$ cat config.mk
export PLATFORM = sky130hd
export DESIGN_NAME = mem_access_unit
export DESIGN_NICKNAME = d
export VERILOG_FILES = /design/src/rtl/mem_access_unit_pkg.sv /design/src/rtl/mem_lane_extract.sv /design/src/rtl/mem_access_unit.sv
export SDC_FILE = /design/constraint.sdc
export NUM_CORES = 1
export LEC_CHECK = 0
export BUFFER_PORTS_ARGS = -buffer_cell sky130_fd_sc_hd__buf_4
export CORE_MARGIN = 1.5
export CORE_UTILIZATION = 43
export CTS_BUF_LIST = sky130_fd_sc_hd__clkbuf_2
export DETAILED_ROUTE_END_ITERATION = 16
export PLACE_DENSITY = 0.82
export RECOVER_POWER = 25
export SKIP_CTS_REPAIR_TIMING = 1
export SYNTH_ARGS = -nofsm -noshare
export SYNTH_HDL_FRONTEND = slang
export SYNTH_SLANG_ARGS = --single-unit
export TNS_END_PERCENT = 5
$ cat constraint.sdc
create_clock -name i_clk -period 3.7 [get_ports i_clk]
set_input_delay 0.185 -clock i_clk [delete_from_list [all_inputs] [get_ports i_clk]]
set_output_delay 0.185 -clock i_clk [all_outputs]
set_load 0.02 [all_outputs]
$ cat src/rtl/mem_access_unit_pkg.sv
`default_nettype none
// +---------------------------------------------------------------------------+
// | mem_access_unit_pkg : size encodings, FSM states, store lane merge helper |
// | Revision 1.0                                                              |
// +---------------------------------------------------------------------------+
package mem_access_unit_pkg;

  localparam logic [1:0] SIZE_BYTE = 2'b00;
  localparam logic [1:0] SIZE_HALF = 2'b01;
  localparam logic [1:0] SIZE_WORD = 2'b10;

  typedef enum logic [1:0] {
    ST_IDLE  = 2'd0,
    ST_LOAD  = 2'd1,
    ST_MERGE = 2'd2
  } state_e;

  // Replace the addressed byte/half lane of a memory word with store data.
  function automatic logic [31:0] merge_lane(input logic [31:0] word,
                                             input logic [31:0] wdata,
                                             input logic [1:0]  size,
                                             input logic [1:0]  off);
    logic [31:0] r;
    r = word;
    case (size)
      SIZE_BYTE: r[{off, 3'b000} +: 8]     = wdata[7:0];
      SIZE_HALF: r[{off[1], 4'b0000} +: 16] = wdata[15:0];
      default:   r = wdata;
    endcase
    return r;
  endfunction

endpackage
`default_nettype wire

$ cat src/rtl/mem_lane_extract.sv
`default_nettype none
// +---------------------------------------------------------------------------+
// | mem_lane_extract : combinational load lane select with sign/zero extend   |
// | Revision 1.0                                                              |
// +---------------------------------------------------------------------------+
module mem_lane_extract
  import mem_access_unit_pkg::*;
(
  input  logic [31:0] word_i,
  input  logic [1:0]  size_i,
  input  logic [1:0]  off_i,
  input  logic        unsigned_i,
  output logic [31:0] data_o
);

  logic [7:0]  byte_sel;
  logic [15:0] half_sel;

  always_comb begin
    byte_sel = word_i[{off_i, 3'b000} +: 8];
    half_sel = word_i[{off_i[1], 4'b0000} +: 16];
    case (size_i)
      SIZE_BYTE: data_o = {{24{~unsigned_i & byte_sel[7]}}, byte_sel};
      SIZE_HALF: data_o = {{16{~unsigned_i & half_sel[15]}}, half_sel};
      default:   data_o = word_i;
    endcase
  end

endmodule
`default_nettype wire

$ cat src/rtl/mem_access_unit.sv
`default_nettype none
// +---------------------------------------------------------------------------+
// | mem_access_unit : byte/half/word load-store unit with RMW sub-word stores |
// | Option MEM_ACCESS_ALIGN_CHECK_EN: flag misaligned requests on o_err.      |
// | Revision 1.0                                                              |
// +---------------------------------------------------------------------------+
module mem_access_unit
  import mem_access_unit_pkg::*;
#(
  parameter int RAM_WIDTH = 32,
  parameter int NB_DEPTH  = 10
) (
  input  logic                 i_clk,
  input  logic                 i_rst,
  input  logic                 i_valid,
  output logic                 o_ready,
  input  logic                 i_we,
  input  logic [1:0]           i_size,
  input  logic                 i_unsigned,
  input  logic [NB_DEPTH+1:0]  i_addr,
  input  logic [RAM_WIDTH-1:0] i_wdata,
  output logic [RAM_WIDTH-1:0] o_rdata,
  output logic                 o_rvalid,
  output logic                 o_err,
  output logic [NB_DEPTH-1:0]  o_ram_addr,
  output logic [RAM_WIDTH-1:0] o_ram_data,
  output logic                 o_ram_wea,
  output logic                 o_ram_ena,
  input  logic [RAM_WIDTH-1:0] i_ram_data
);

  state_e              state_q;
  logic [NB_DEPTH+1:0] addr_q;
  logic [1:0]          size_q;
  logic                unsigned_q;
  logic [31:0]         wdata_q;

  logic                accept;
  logic [1:0]          size_eff;
  logic                misalign_raw;
  logic                misalign;
  logic [NB_DEPTH+1:0] addr_eff;
  logic [31:0]         lane_data;

  assign o_ready  = (state_q == ST_IDLE) & ~i_rst;
  assign o_rvalid = (state_q == ST_LOAD) & ~i_rst;
  assign accept   = i_valid & o_ready;

  assign size_eff     = (i_size == 2'b11) ? SIZE_WORD : i_size;
  assign misalign_raw = ((size_eff == SIZE_HALF) & i_addr[0]) |
                        ((size_eff == SIZE_WORD) & (i_addr[1:0] != 2'b00));

`ifdef MEM_ACCESS_ALIGN_CHECK_EN
  logic err_q;

  assign misalign = misalign_raw;
  assign addr_eff = i_addr;

  // Misaligned requests are consumed without touching the RAM; flag them next cycle.
  always_ff @(posedge i_clk) begin
    if (i_rst) err_q <= 1'b0;
    else       err_q <= accept & misalign;
  end

  assign o_err = err_q & ~i_rst;
`else
  assign misalign = 1'b0;
  always_comb begin
    addr_eff = i_addr;
    if (misalign_raw) begin
      if (size_eff == SIZE_HALF) addr_eff[0]   = 1'b0;
      else                       addr_eff[1:0] = 2'b00;
    end
  end

  assign o_err = 1'b0;
`endif

  mem_lane_extract u_lane_extract (
    .word_i     (i_ram_data),
    .size_i     (size_q),
    .off_i      (addr_q[1:0]),
    .unsigned_i (unsigned_q),
    .data_o     (lane_data)
  );

  assign o_rdata = o_rvalid ? lane_data : '0;

  always_comb begin
    o_ram_ena  = 1'b0;
    o_ram_wea  = 1'b0;
    o_ram_addr = addr_eff[NB_DEPTH+1:2];
    o_ram_data = i_wdata;
    if (!i_rst) begin
      case (state_q)
        ST_IDLE: begin
          if (accept && !misalign) begin
            o_ram_ena = 1'b1;
            o_ram_wea = i_we & (size_eff == SIZE_WORD);
          end
        end
        ST_MERGE: begin
          o_ram_ena  = 1'b1;
          o_ram_wea  = 1'b1;
          o_ram_addr = addr_q[NB_DEPTH+1:2];
          o_ram_data = merge_lane(i_ram_data, wdata_q, size_q, addr_q[1:0]);
        end
        default: ;
      endcase
    end
  end

  always_ff @(posedge i_clk) begin
    if (i_rst) begin
      state_q    <= ST_IDLE;
      addr_q     <= '0;
      size_q     <= SIZE_WORD;
      unsigned_q <= 1'b0;
      wdata_q    <= '0;
    end else begin
      case (state_q)
        ST_IDLE: begin
          if (accept) begin
            addr_q     <= addr_eff;
            size_q     <= size_eff;
            unsigned_q <= i_unsigned;
            wdata_q    <= i_wdata;
            if (!misalign) begin
              if (!i_we)                      state_q <= ST_LOAD;
              else if (size_eff != SIZE_WORD) state_q <= ST_MERGE;
            end
          end
        end
        default: state_q <= ST_IDLE;
      endcase
    end
  end

endmodule
`default_nettype wire

; ---- Word level (Yosys, flattened, before mapping)
; Cells that the tools add are included.
[word_totals]
ramBits = 0
register_bits = 49
latch_bits = 0
n_memories = 0
wordCells = 59
out_inout_bits = 79
mem_bits_ro = 0
in_bits = 83
[classes]
magnitude_cmp = 0
n_mux = 20
n_eq_ne = 8
bitwise_logic = 12
n_reduce_logical = 6
mul = 0
addsub = 2
div_mod_pow = 0
shifts = 6
[op_table]
columns = operator, n
row1 = $pmux W32 S2, 2
row2 = $mux W32, 3
row3 = $bwmux W32, 2
row4 = $shift A16 B7 Y32 const A, 1
row5 = $shift A8 B7 Y32 const A, 1
row6 = $shiftx A16 B7 Y32, 1
row7 = $shiftx A32 B6 Y16, 1
row8 = $shiftx A32 B6 Y8, 1
row9 = $shiftx A8 B7 Y32, 1
row10 = $mux W10, 2
row11 = $neg A5 Y7, 2
row12 = $and A1 B1 Y1, 8
row13 = $mux W2, 4
row14 = $eq A2 B1 Y1 const B, 3
row15 = $eq A2 B2 Y1 const B, 3
row16 = $mux W1, 5
row17 = $logic_not A2 Y1, 2
row18 = $pmux W1 S2, 2
row19 = $reduce_and A2 Y1, 2
row20 = $not A1 Y1, 3
row21 = $ne A2 B1 Y1 const B, 1
row22 = $ne A2 B2 Y1 const B, 1
row23 = $reduce_bool A2 Y1, 1
row24 = $reduce_or A2 Y1, 1
row25 = $or A1 B1 Y1, 1

; ---- Longest topological paths before layout
; Gate-level depths: netlist of run 1.
[logic_depth]
ltp_word = 7
ltp_mapped = 8
ltp_nobuf = 6

; ---- Modules after synthesis
; From an unflattened synthesis of run 1, not the netlist that was laid out.
[hier_totals]
hier_cells = 565
hier_area_um2 = 3823.7
[modules_own_cells]
columns = mod, cells_per_inst, seq_area_each_um2, instances, area_per_inst_um2
row1 = mem_access_unit, 448, 980.9, 1, 3109.2
row2 = mem_lane_extract, 117, 0.0, 1, 714.4

; ---- Worst setup path after synthesis of run 1
; Ideal clock, no wire load.
[synth_timing]
path_type = reg2out
start = register addr_q[1]
end = output port o_ram_data[24]
stages_incl_launch_ff = 8
setup_slack_ps = 1245
n_path_buf = 1
arrival_time_ps = 2270
cell_sequence = dfxtp_1 buf_2 clkinv_1 ha_1 nand2b_1 nor4_2 a221oi_1 a21oi_1
[synth_via]
elab_chain_cells = 6
elab_cells_between_ends = 11
cone_classes = 2 x add/sub / 4 x shift / 5 x mux
[synth_rtl]
columns = element, line
row1 = "start, declared", mem_access_unit.sv:33  ; logic [NB_DEPTH+1:0] addr_q;
row2 = "start signal, assigned", mem_access_unit.sv:124  ; addr_q <= addr_eff;
row3 = $neg A5 Y7 (on tied branches), "mem_access_unit_pkg.sv:27, mem_access_unit_pkg.sv:26"
row4 = "$shiftx A16 B7 Y32, or another cell as far along", mem_access_unit_pkg.sv:27  ; SIZE_HALF: r[{off[1], 4'b0000} +: 16] = wdata[15:0];
row5 = $bwmux W32 (on tied branches), "mem_access_unit_pkg.sv:27, mem_access_unit_pkg.sv:26"
row6 = $pmux W32 S2 *, mem_access_unit_pkg.sv:25  ; case (size)
row7 = $mux W32 *, mem_access_unit.sv:95  ; case (state_q)
row8 = $mux W32 *, mem_access_unit.sv:94  ; if (!i_rst) begin
row9 = "end, declared", mem_access_unit.sv:26  ; output logic [RAM_WIDTH-1:0] o_ram_data,
; Mark *: on every way between the ends. The rest lies on a longest branch, timed or not.

; ---- Final worst setup path of run 1
[layout_timing]
start = register addr_q[0]
end = output port o_ram_data[28]
[layout_via]
elab_chain_cells = 6
elab_cells_between_ends = 7
cone_classes = 1 x add/sub / 2 x shift / 4 x mux
[layout_rtl]
columns = element, line
row1 = $neg A5 Y7 *, mem_access_unit_pkg.sv:26  ; SIZE_BYTE: r[{off, 3'b000} +: 8] = wdata[7:0];
row2 = $shiftx A8 B7 Y32 or $shift A8 B7 Y32 (tied branches), mem_access_unit_pkg.sv:26
row3 = $bwmux W32 *, mem_access_unit_pkg.sv:26
row4 = $pmux W32 S2 *, mem_access_unit_pkg.sv:25
row5 = $mux W32 *, mem_access_unit.sv:95
row6 = $mux W32 *, mem_access_unit.sv:94
; Marks and branches as above.

==> metrics.txt, run 1 <==
status finished clean; fraction of layout cells with a size suffix above 1 0.2623; measured slew at the worst slew-check pin between 1000 and 1500 ps; CP startpoint kind flop; r2r endpoint addr_q[0]; post-route ant nets 0; worst path required time between 3000 and 4000 ps; number of I/O port buffers 160; R2R depth 5; DP HPWL between 10,000 and 15,000 µm; pwr dens 237.7 nW/µm²; WL final 15,470 µm; HP Class primary input to flop; pre-CTS setup slack 1095 ps; post-synthesis mux area share 0.09136; drt initial violations slightly below 700; # DRC 0; Setup WS post-layout 525.4 ps; Worst Hold Path EP size_q[0]; worst setup path start addr_q[0]; crit path kind flop to output pin; number of flops mapped to enable cells by yosys 0; first drt pass iteration count 11; routed vias 5,017; clk_lat worst skew approximately 430 ps; die width 96.59 µm; Worst VDD drop 0.1820 mV; Global Route Usage Sum 0.3124; Initial Utilization 0.4515; GR Overflow Total 0; Yosys reg bits slightly below 50; CP max FO 16; Leak 2.304 nW; unrepaired setup endpoints after global routing no; Worst Clk Skew 19.73 ps; Max Cap Violations 0; Die Span Y a little under 100 µm; die area 9329 µm²; Hold Path Depth 3; Net Count, Synth 645; Final min period between 3000 and 4000 ps; CTS sink cnt 49; area grow syn2layout 44.35%; Core ar. 8341 µm²; Final period util 0.8580; Cell variety after synth 48; commonest non-fill, non-tap cell in the layout buf_4; Slew Limit Fails 0; Ys Warns 0; Critical Path End Type output pin; vias per inst 5.994; FF-to-FF Start state_q[0]; R2R setup slack around 1200 ps; Slew headroom 0.1746; Max Freq between 300 and 400 MHz; synthesized instance count 557; Synth Area per Inst 6.761 µm²; Synth Flop Type dfxtp_1; Antenna diodes 0; ys async rst share 0; CTS root buf clkbuf_2; H-tree Lvls 2; Final Wtd Congestion 0.9654; Syn Std Cell Area roughly 3800 µm²; largest family of logic cells by synthesized area simple AND/OR/NAND/NOR gates; largest net degree at the start of global routing 53; nets approximately 820; Synth Area in Adders 0.01661; wire per inst about 18 µm; Setup violations, final 0; Final Hold Fails 0; most frequent cells in the layout buf_4, nand2_1, a21oi_1; vias in the first global route 4,161; initial antenna violation count 0; beginning of the worst hold path i_size[0]; setup_tns 0 ps; simple-gate portion of the synthesized area 0.2844; Seq/Total Area, Yosys 0.2605; boundary pin count ~160; TritonCTS clock tree built; Worst-path clk slew 290 ps; Post-Synth XOR/XNOR Area 0; fillers 743; complex-gate fraction of the synthesized area 0.2827; num rows 33; first-pass GRT wire length ~22,000 µm; CTS Buf Count 5; clock buffer depth 2; crit path DAT 2990 ps
==> cells in the mapped netlist, types with 4 or more instances <==
cell	instances	area [µm²]
ha_1	5	62.56
mux2i_1	16	160.2
dfxtp_1	49	980.9
a22o_1	6	52.55
nor3_1	10	50.05
inv_1	5	18.77
a222oi_1	8	80.08
o22ai_1	7	43.79
a21oi_1	109	545.5
mux4_2	7	157.7
buf_2	17	85.08
a22oi_1	5	37.54
nor2_1	70	262.8
nand2_1	143	536.8
a221oi_1	25	219.0
clkbuf_1	25	93.84
nor2b_1	4	25.02
==> per-layer routing <==
metal	global-route usage	wire, µm
met1	0.4094	5738
met2	0.5105	7149
met3	0.07512	2270
met4	0.08816	315
met5	0	0
==> critical path, stage by stage, from the launching register on <==
cell      delay, ps
dfxtp_1         380
buf_4           230
inv_1           120
ha_1            340
nand2b_1        180
nor4_2          710
a221oi_1        180
a21oi_1         240
buf_4           170
==> power by group <==
| part | switching [mW] | internal (mW) | total [mW] |
|---|---|---|---|
| logic | 0.260 | 0.214 | 0.473 |
| clock network | 0.192 | 0.0481 | 0.240 |
| registers | 0.0252 | 0.554 | 0.579 |
==> sequential cells by signal, summed over array words and instances (netlist names) <==
| signal | cells |
|---|---|
| wdata_q | 32 |
| addr_q | 12 |
| size_q | 2 |
| state_q | 2 |
| unsigned_q | 1 |
==> area by class of cell <==
type                            count  area (µm²)  area share
Timing Repair Buffer              214        1708      0.3142
Clock inverter                      3       21.27    0.003913
Tap cell                          105       131.4     0.02417
Inverter                            6       22.52    0.004143
Sequential cell                    49       980.9      0.1804
Multi-Input combinational cell    455        2547      0.4686
Clock buffer                        5       25.02    0.004603
==> per-stage QoR <==
| stage | total power, mW | hold WS (ps) | util | std cells | area (µm²) |
|---|---|---|---|---|---|
| 4_1_cts | 1.247 | -143.3 | 0.5998 | 792 | 5002 |
| 3_3_place_gp | 1.006 | 358.2 | 0.5942 | 784 | 4956 |
| 3_5_place_dp | 1.013 | 364.7 | 0.5942 | 784 | 4956 |
| 2_1_floorplan | 0.8117 | 257.4 | - | 557 | 3766 |
| 6_report | 1.292 | 10.20 | 0.6518 | 837 | 5436 |
| 5_1_grt | 1.349 | -1.951 | 0.6518 | 837 | 5436 |
==> worst max path at each step <==
stage,endpoint,depth (start not counted),slack (ps)
6_report,o_ram_data[28],8,530
4_1_cts,o_ram_data[28],8,540
2_1_floorplan,o_ram_data[24],7,1240
5_1_grt,o_ram_data[25],8,320
3_5_place_dp,o_ram_data[28],8,1090
3_3_place_gp,o_ram_data[31],8,1160
==> kinds of logic after synthesis <==
group                      count (synthesis)
and+or+nand+nor                          253
AOI/OAI and AO/OA                        171
buffers and inverters                     53
DFF                                       49
muxes                                     25
adders and majority gates                  5
other                                      1
No activity file was read; power rests on OpenSTA's default activity.
==> run 2, diff against run 1 <==
--- a/config.mk
+++ b/config.mk
@@ -5,7 +5,7 @@
 export SDC_FILE = /design/constraint.sdc
 export NUM_CORES = 1
 export LEC_CHECK = 0
-export BUFFER_PORTS_ARGS = -buffer_cell sky130_fd_sc_hd__buf_4
+export BUFFER_PORTS_ARGS = -buffer_cell sky130_fd_sc_hd__clkbuf_2
 export CORE_MARGIN = 1.5
 export CORE_UTILIZATION = 43
 export CTS_BUF_LIST = sky130_fd_sc_hd__clkbuf_2
==> metrics.txt, run 2 (synthesis results as in run 1) <==
DP HPWL 10,900 µm (-0.40%); die width 96.59 µm (unchanged); largest reg by FF count wdata_q; fraction of layout cells with a size suffix above 1 0.2622 (about the same); Leak 2.216 nW (-3.8%); Setup WS post-layout 540.5 ps (+15.11 ps); Worst-path clk slew 240 ps (-50 ps); GR Overflow Total 0 (unchanged); number of I/O port buffers 160 (unchanged); worst path required time 3510 ps (about the same); Critical Path End Type output pin; max FFs per register 32 (unchanged); Core ar. 8341 µm² (unchanged); drt initial violations 489 (-28%); crit path DAT 2970 ps (-20 ps); commonest non-fill, non-tap cell in the layout clkbuf_2; design area 5071 µm² (-6.7%); wire per inst 18.15 µm (-1.8%); initial antenna violation count 0 (unchanged); largest registers wdata_q: 32 flops, addr_q: 12 flops; first drt pass iteration count 8 (-3); most frequent cells in the layout clkbuf_2, nand2_1, a21oi_1; Initial Utilization 0.4515 (unchanged); placed inst area 4571 µm² (-7.8%); measured slew at the worst slew-check pin 1477 ps (+238.6 ps); Worst path max stage delay 660 ps (-50 ps); TritonCTS clock tree built; Max Freq 316.5 MHz (+0.48%); area grow syn2layout 34.65%; Global Route Usage Sum 0.3083 (-0.004135); Final Wtd Congestion 0.9720 (+0.68%); Slowest cell on crit path nor4_2; Slew headroom 0.01501 (-0.1596); HP Class primary input to flop; routed vias 5,002 (-0.30%); vias in the first global route 4,198 (+0.89%); crit path kind flop to output pin; unrepaired setup endpoints after global routing no; Max Cap Violations 0 (unchanged); Slew Limit Fails 0 (unchanged); Final period util 0.8539 (-0.004083); setup_tns 0 ps (unchanged); status finished clean; CP startpoint kind flop; pwr dens 240.1 nW/µm² (+0.98%); nets 823 (+0.49%); post-route ant nets 0 (unchanged); vias per inst 5.948 (-0.77%); H-tree Lvls 2 (unchanged); boundary pin count 162 (unchanged); Worst Clk Skew 21.53 ps (+1.794 ps); CP max FO 16 (unchanged); clock buffer depth 2 (unchanged); CTS Buf Count 5 (unchanged); CTS root buf clkbuf_2; num rows 33 (unchanged); Setup violations, final 0 (unchanged); Final Hold Fails 0 (unchanged); clk_lat worst skew 420 ps (about the same); critical-path cell list buf_4 -> inv_1 -> ha_1 -> nand2b_1 -> nor4_2 -> a221oi_1 -> a21oi_1 -> clkbuf_2; first-pass GRT wire length 21,760 µm (-0.94%); largest net degree at the start of global routing 34 (-36%); WL final 15,260 µm (-1.4%); pre-CTS setup slack 1056 ps (-39.02 ps); die area 9329 µm² (unchanged); Final min period 3160 ps (-15.11 ps); # DRC 0 (unchanged); Worst VDD drop 0.2059 mV (+13%); Die Span Y 96.59 µm (unchanged); Antenna diodes 0 (unchanged); CTS sink cnt 49 (unchanged)
-- run 2: power by group --
part,internal [mW],switching (mW),total [mW]
Combinational,0.171,0.253,0.423
Clock,0.0415,0.170,0.211
Sequential,0.554,0.0296,0.583
-- run 2: cell type report --
type	instances	area (µm²)
Fill cell	771	3269
Multi-Input combinational cell	455	2547
Timing Repair Buffer	218	1351
Sequential cell	49	980.9
Tap cell	105	131.4
Clock buffer	5	25.02
Inverter	6	22.52
Clock inverter	3	12.51
-- run 2: path summary, 6_finish.rpt --
path                                 start        endpoint  slack, ps  depth (start not counted)
worst max register to register  state_q[0]       addr_q[8]       1040                          5
worst max-delay path             addr_q[0]  o_ram_data[31]        540                          8
worst min register to register   addr_q[3]       addr_q[3]        470                          2
worst min-delay path             i_addr[8]       addr_q[8]         30                          3
-- run 2: routing by layer --
metal  vias to the layer above  part of all wire  track usage
li1                       2327                 -            -
met2                       342              0.46       0.5006
met5                         -                 0            0
met1                      2301              0.40       0.4156
met4                         0             0.021      0.09420
met3                        32              0.12      0.05399
-- run 2: through the flow --
step                      power (mW)  cells  hold slack (ps)    util
after global routing           1.283    841            7.520  0.6080
after detailed placement      0.9655    786            382.7  0.5480
after CTS                      1.175    794           -118.5  0.5525
after global placement        0.9588    786            377.0  0.5480
after floorplan               0.8117    557            257.4       -
final                          1.217    841            30.96  0.6080
-- run 2: worst max-delay path: cells and delay by family (launching register included) --
family / cells / cell delay (ps)
AOI/OAI and AO/OA: 2 / 430
DFF: 1 / 360
adders and majority gates: 1 / 350
and+or+nand+nor: 2 / 840
buffers and inverters: 3 / 560
==> run 3, diff against run 2 <==
--- a/config.mk
+++ b/config.mk
@@ -6,6 +6,8 @@
 export NUM_CORES = 1
 export LEC_CHECK = 0
 export BUFFER_PORTS_ARGS = -buffer_cell sky130_fd_sc_hd__clkbuf_2
+export CAP_MARGIN = 0
+export CORE_ASPECT_RATIO = 0.7
 export CORE_MARGIN = 1.5
 export CORE_UTILIZATION = 43
 export CTS_BUF_LIST = sky130_fd_sc_hd__clkbuf_2
==> metrics.txt, run 3 (synthesis results as in run 1) <==
die area 9338 µm² (about the same); Final Hold Fails 0 (unchanged); nets 821 (-0.24%); post-route ant nets 0 (unchanged); R2R setup slack 960 ps (-80 ps); Critical Path End Type output pin; fillers 776 (+0.65%); DR top layer met4; Finished Core Util 0.6030 (-0.005000); commonest non-fill, non-tap cell in the layout clkbuf_2; violated checks capacitance limit, slew limit; placed inst area 4559 µm² (-0.25%); CP startpoint kind flop; DP HPWL 10,840 µm (-0.62%); Initial Utilization 0.4442 (-0.007330); combinational share of power 0.316 (-0.032); Max Freq 299.4 MHz (-5.4%); area of the multi-input gates 2547 µm² (unchanged); power share of the clock group 0.241 (+0.068); CTS Buf Count 5 (unchanged); vias per inst 5.820 (-2.2%); number of I/O port buffers 160 (unchanged); drt initial violations 484 (-1.0%); largest net degree at the start of global routing 52 (+53%); crit path DAT 3160 ps (+190 ps); first drt pass iteration count 5 (-3); max FFs per register 32 (unchanged); Final min period 3340 ps (+180.8 ps); Leak 2.213 nW (about the same); pwr dens 259.6 nW/µm² (+8.1%); register area 980.9 µm² (unchanged); status finished, violations left; sequential power share 0.443 (-0.036); Worst Clk Skew 12.20 ps (-9.326 ps); Final period util 0.9028 (+0.04887); setup_tns 0 ps (unchanged); routed vias 4,970 (-0.64%); clock buffer depth 2 (unchanged); routed wl met3 1919 µm (+8.7%); Max Cap Violations 1 (+1); vias in the first global route 4,079 (-2.8%); crit path kind flop to output pin; Final Wtd Congestion 0.9480 (-2.5%); first-pass GRT wire length 21,470 µm (-1.3%); CTS root buf clkbuf_2; most frequent cells in the layout clkbuf_2, nand2_1, a21oi_1; Global Route Usage Sum 0.2982 (-0.01002); initial antenna violation count 0 (unchanged); largest registers wdata_q: 32 flops, addr_q: 12 flops; Slew headroom -0.4479 (-0.4630); design area 5112 µm² (+0.81%); Setup violations, final 0 (unchanged); Die Span Y 81.30 µm (-16%); area grow syn2layout 35.75%; WL final 15,150 µm (-0.76%); CTS sink cnt 49 (unchanged); Worst VDD drop 0.2036 mV (-1.1%); Core ar. 8478 µm² (+1.7%); sw frac 0.3640 (-0.007114); met2 routed WL 6457 µm (-8.5%); die width 114.9 µm (+19%); measured slew at the worst slew-check pin 2172 ps (+695.3 ps); worst path required time 3510 ps (about the same); clk_lat worst skew 460 ps (+40 ps); Slew Limit Fails 49 (+49); switching power total 483.1 µW (+6.9%); CP max FO 11 (-5); TritonCTS clock tree built; Antenna diodes 0 (unchanged); Worst-path clk slew 280 ps (+40 ps); unrepaired setup endpoints after global routing no; num rows 28 (-15%); wire per inst 17.74 µm (-2.3%); boundary pin count 162 (unchanged); H-tree Lvls 2 (unchanged); # DRC 0 (unchanged); internal power 844.0 µW (+10%); HP Class primary input to flop; largest reg by FF count wdata_q; WL met1 6472 µm (+5.9%); GR Overflow Total 0 (unchanged); fraction of layout cells with a size suffix above 1 0.2575 (-0.004735)
-- run 3: changes by cell type in the layout (fill, tap and decap cells not counted), sizes merged --
cell | before | now
buf | 11 | 6
clkbuf | 165 | 166
bufinv | 0 | 1
clkinv | 4 | 2
inv | 5 | 6
dlygate4sd3 | 47 | 49
-- run 3: cell type report --
cell class / count / area share
Tap cell: 120 / 0.02937
Sequential cell: 49 / 0.1919
Clock buffer: 5 / 0.004895
Multi-Input combinational cell: 455 / 0.4983
Clock inverter: 3 / 0.009790
Inverter: 6 / 0.004405
Timing Repair Buffer: 216 / 0.2614
-- run 3: worst paths after layout --
check,from,to,cells past startpoint
setup / recovery,addr_q[1],o_ram_data[31],7
hold / removal,i_rst,wdata_q[29],3
setup reg to reg,state_q[0],wdata_q[31],5
hold reg to reg,wdata_q[30],wdata_q[30],2
-- run 3: critical path, cell delays in order (launching register included) --
cell and delay [ps]:
dfxtp_1 400, clkinv_1 290, ha_1 440, nand2b_1 190, nor4_2 710, a221oi_1 250
a21oi_1 220, clkbuf_2 200
-- run 3: metrics by stage --
| stage | total power [mW] | hold WS [ps] | std cells | setup WS (ps) |
|---|---|---|---|---|
| 6_report | 1.327 | 300.5 | 854 | 359.7 |
| 5_1_grt | 1.381 | 259.4 | 854 | 143.5 |
| 4_1_cts | 1.277 | -135.4 | 805 | 418.0 |
| 3_5_place_dp | 0.9642 | 387.6 | 797 | 975.7 |
| 3_3_place_gp | 0.9576 | 378.7 | 797 | 1021 |
| 2_1_floorplan | 0.8117 | 257.4 | 557 | 1245 |
-- run 3: power groups by stage --
stage          registers, mW  logic (mW)  clock network, mW
3_3_place_gp           0.594       0.363                  0
3_5_place_dp           0.595       0.369                  0
4_1_cts                0.585       0.371              0.321
5_1_grt                0.591       0.450              0.340
6_report               0.588       0.419              0.320
2_1_floorplan          0.577       0.235                  0
-- run 3: metal layers --
| layer | vias up | track usage |
|---|---|---|
| met1 | 2271 | 0.4231 |
| li1 | 2319 | - |
| met2 | 340 | 0.4298 |
| met4 | 0 | 0.08148 |
| met5 | - | 0 |
| met3 | 40 | 0.09925 |
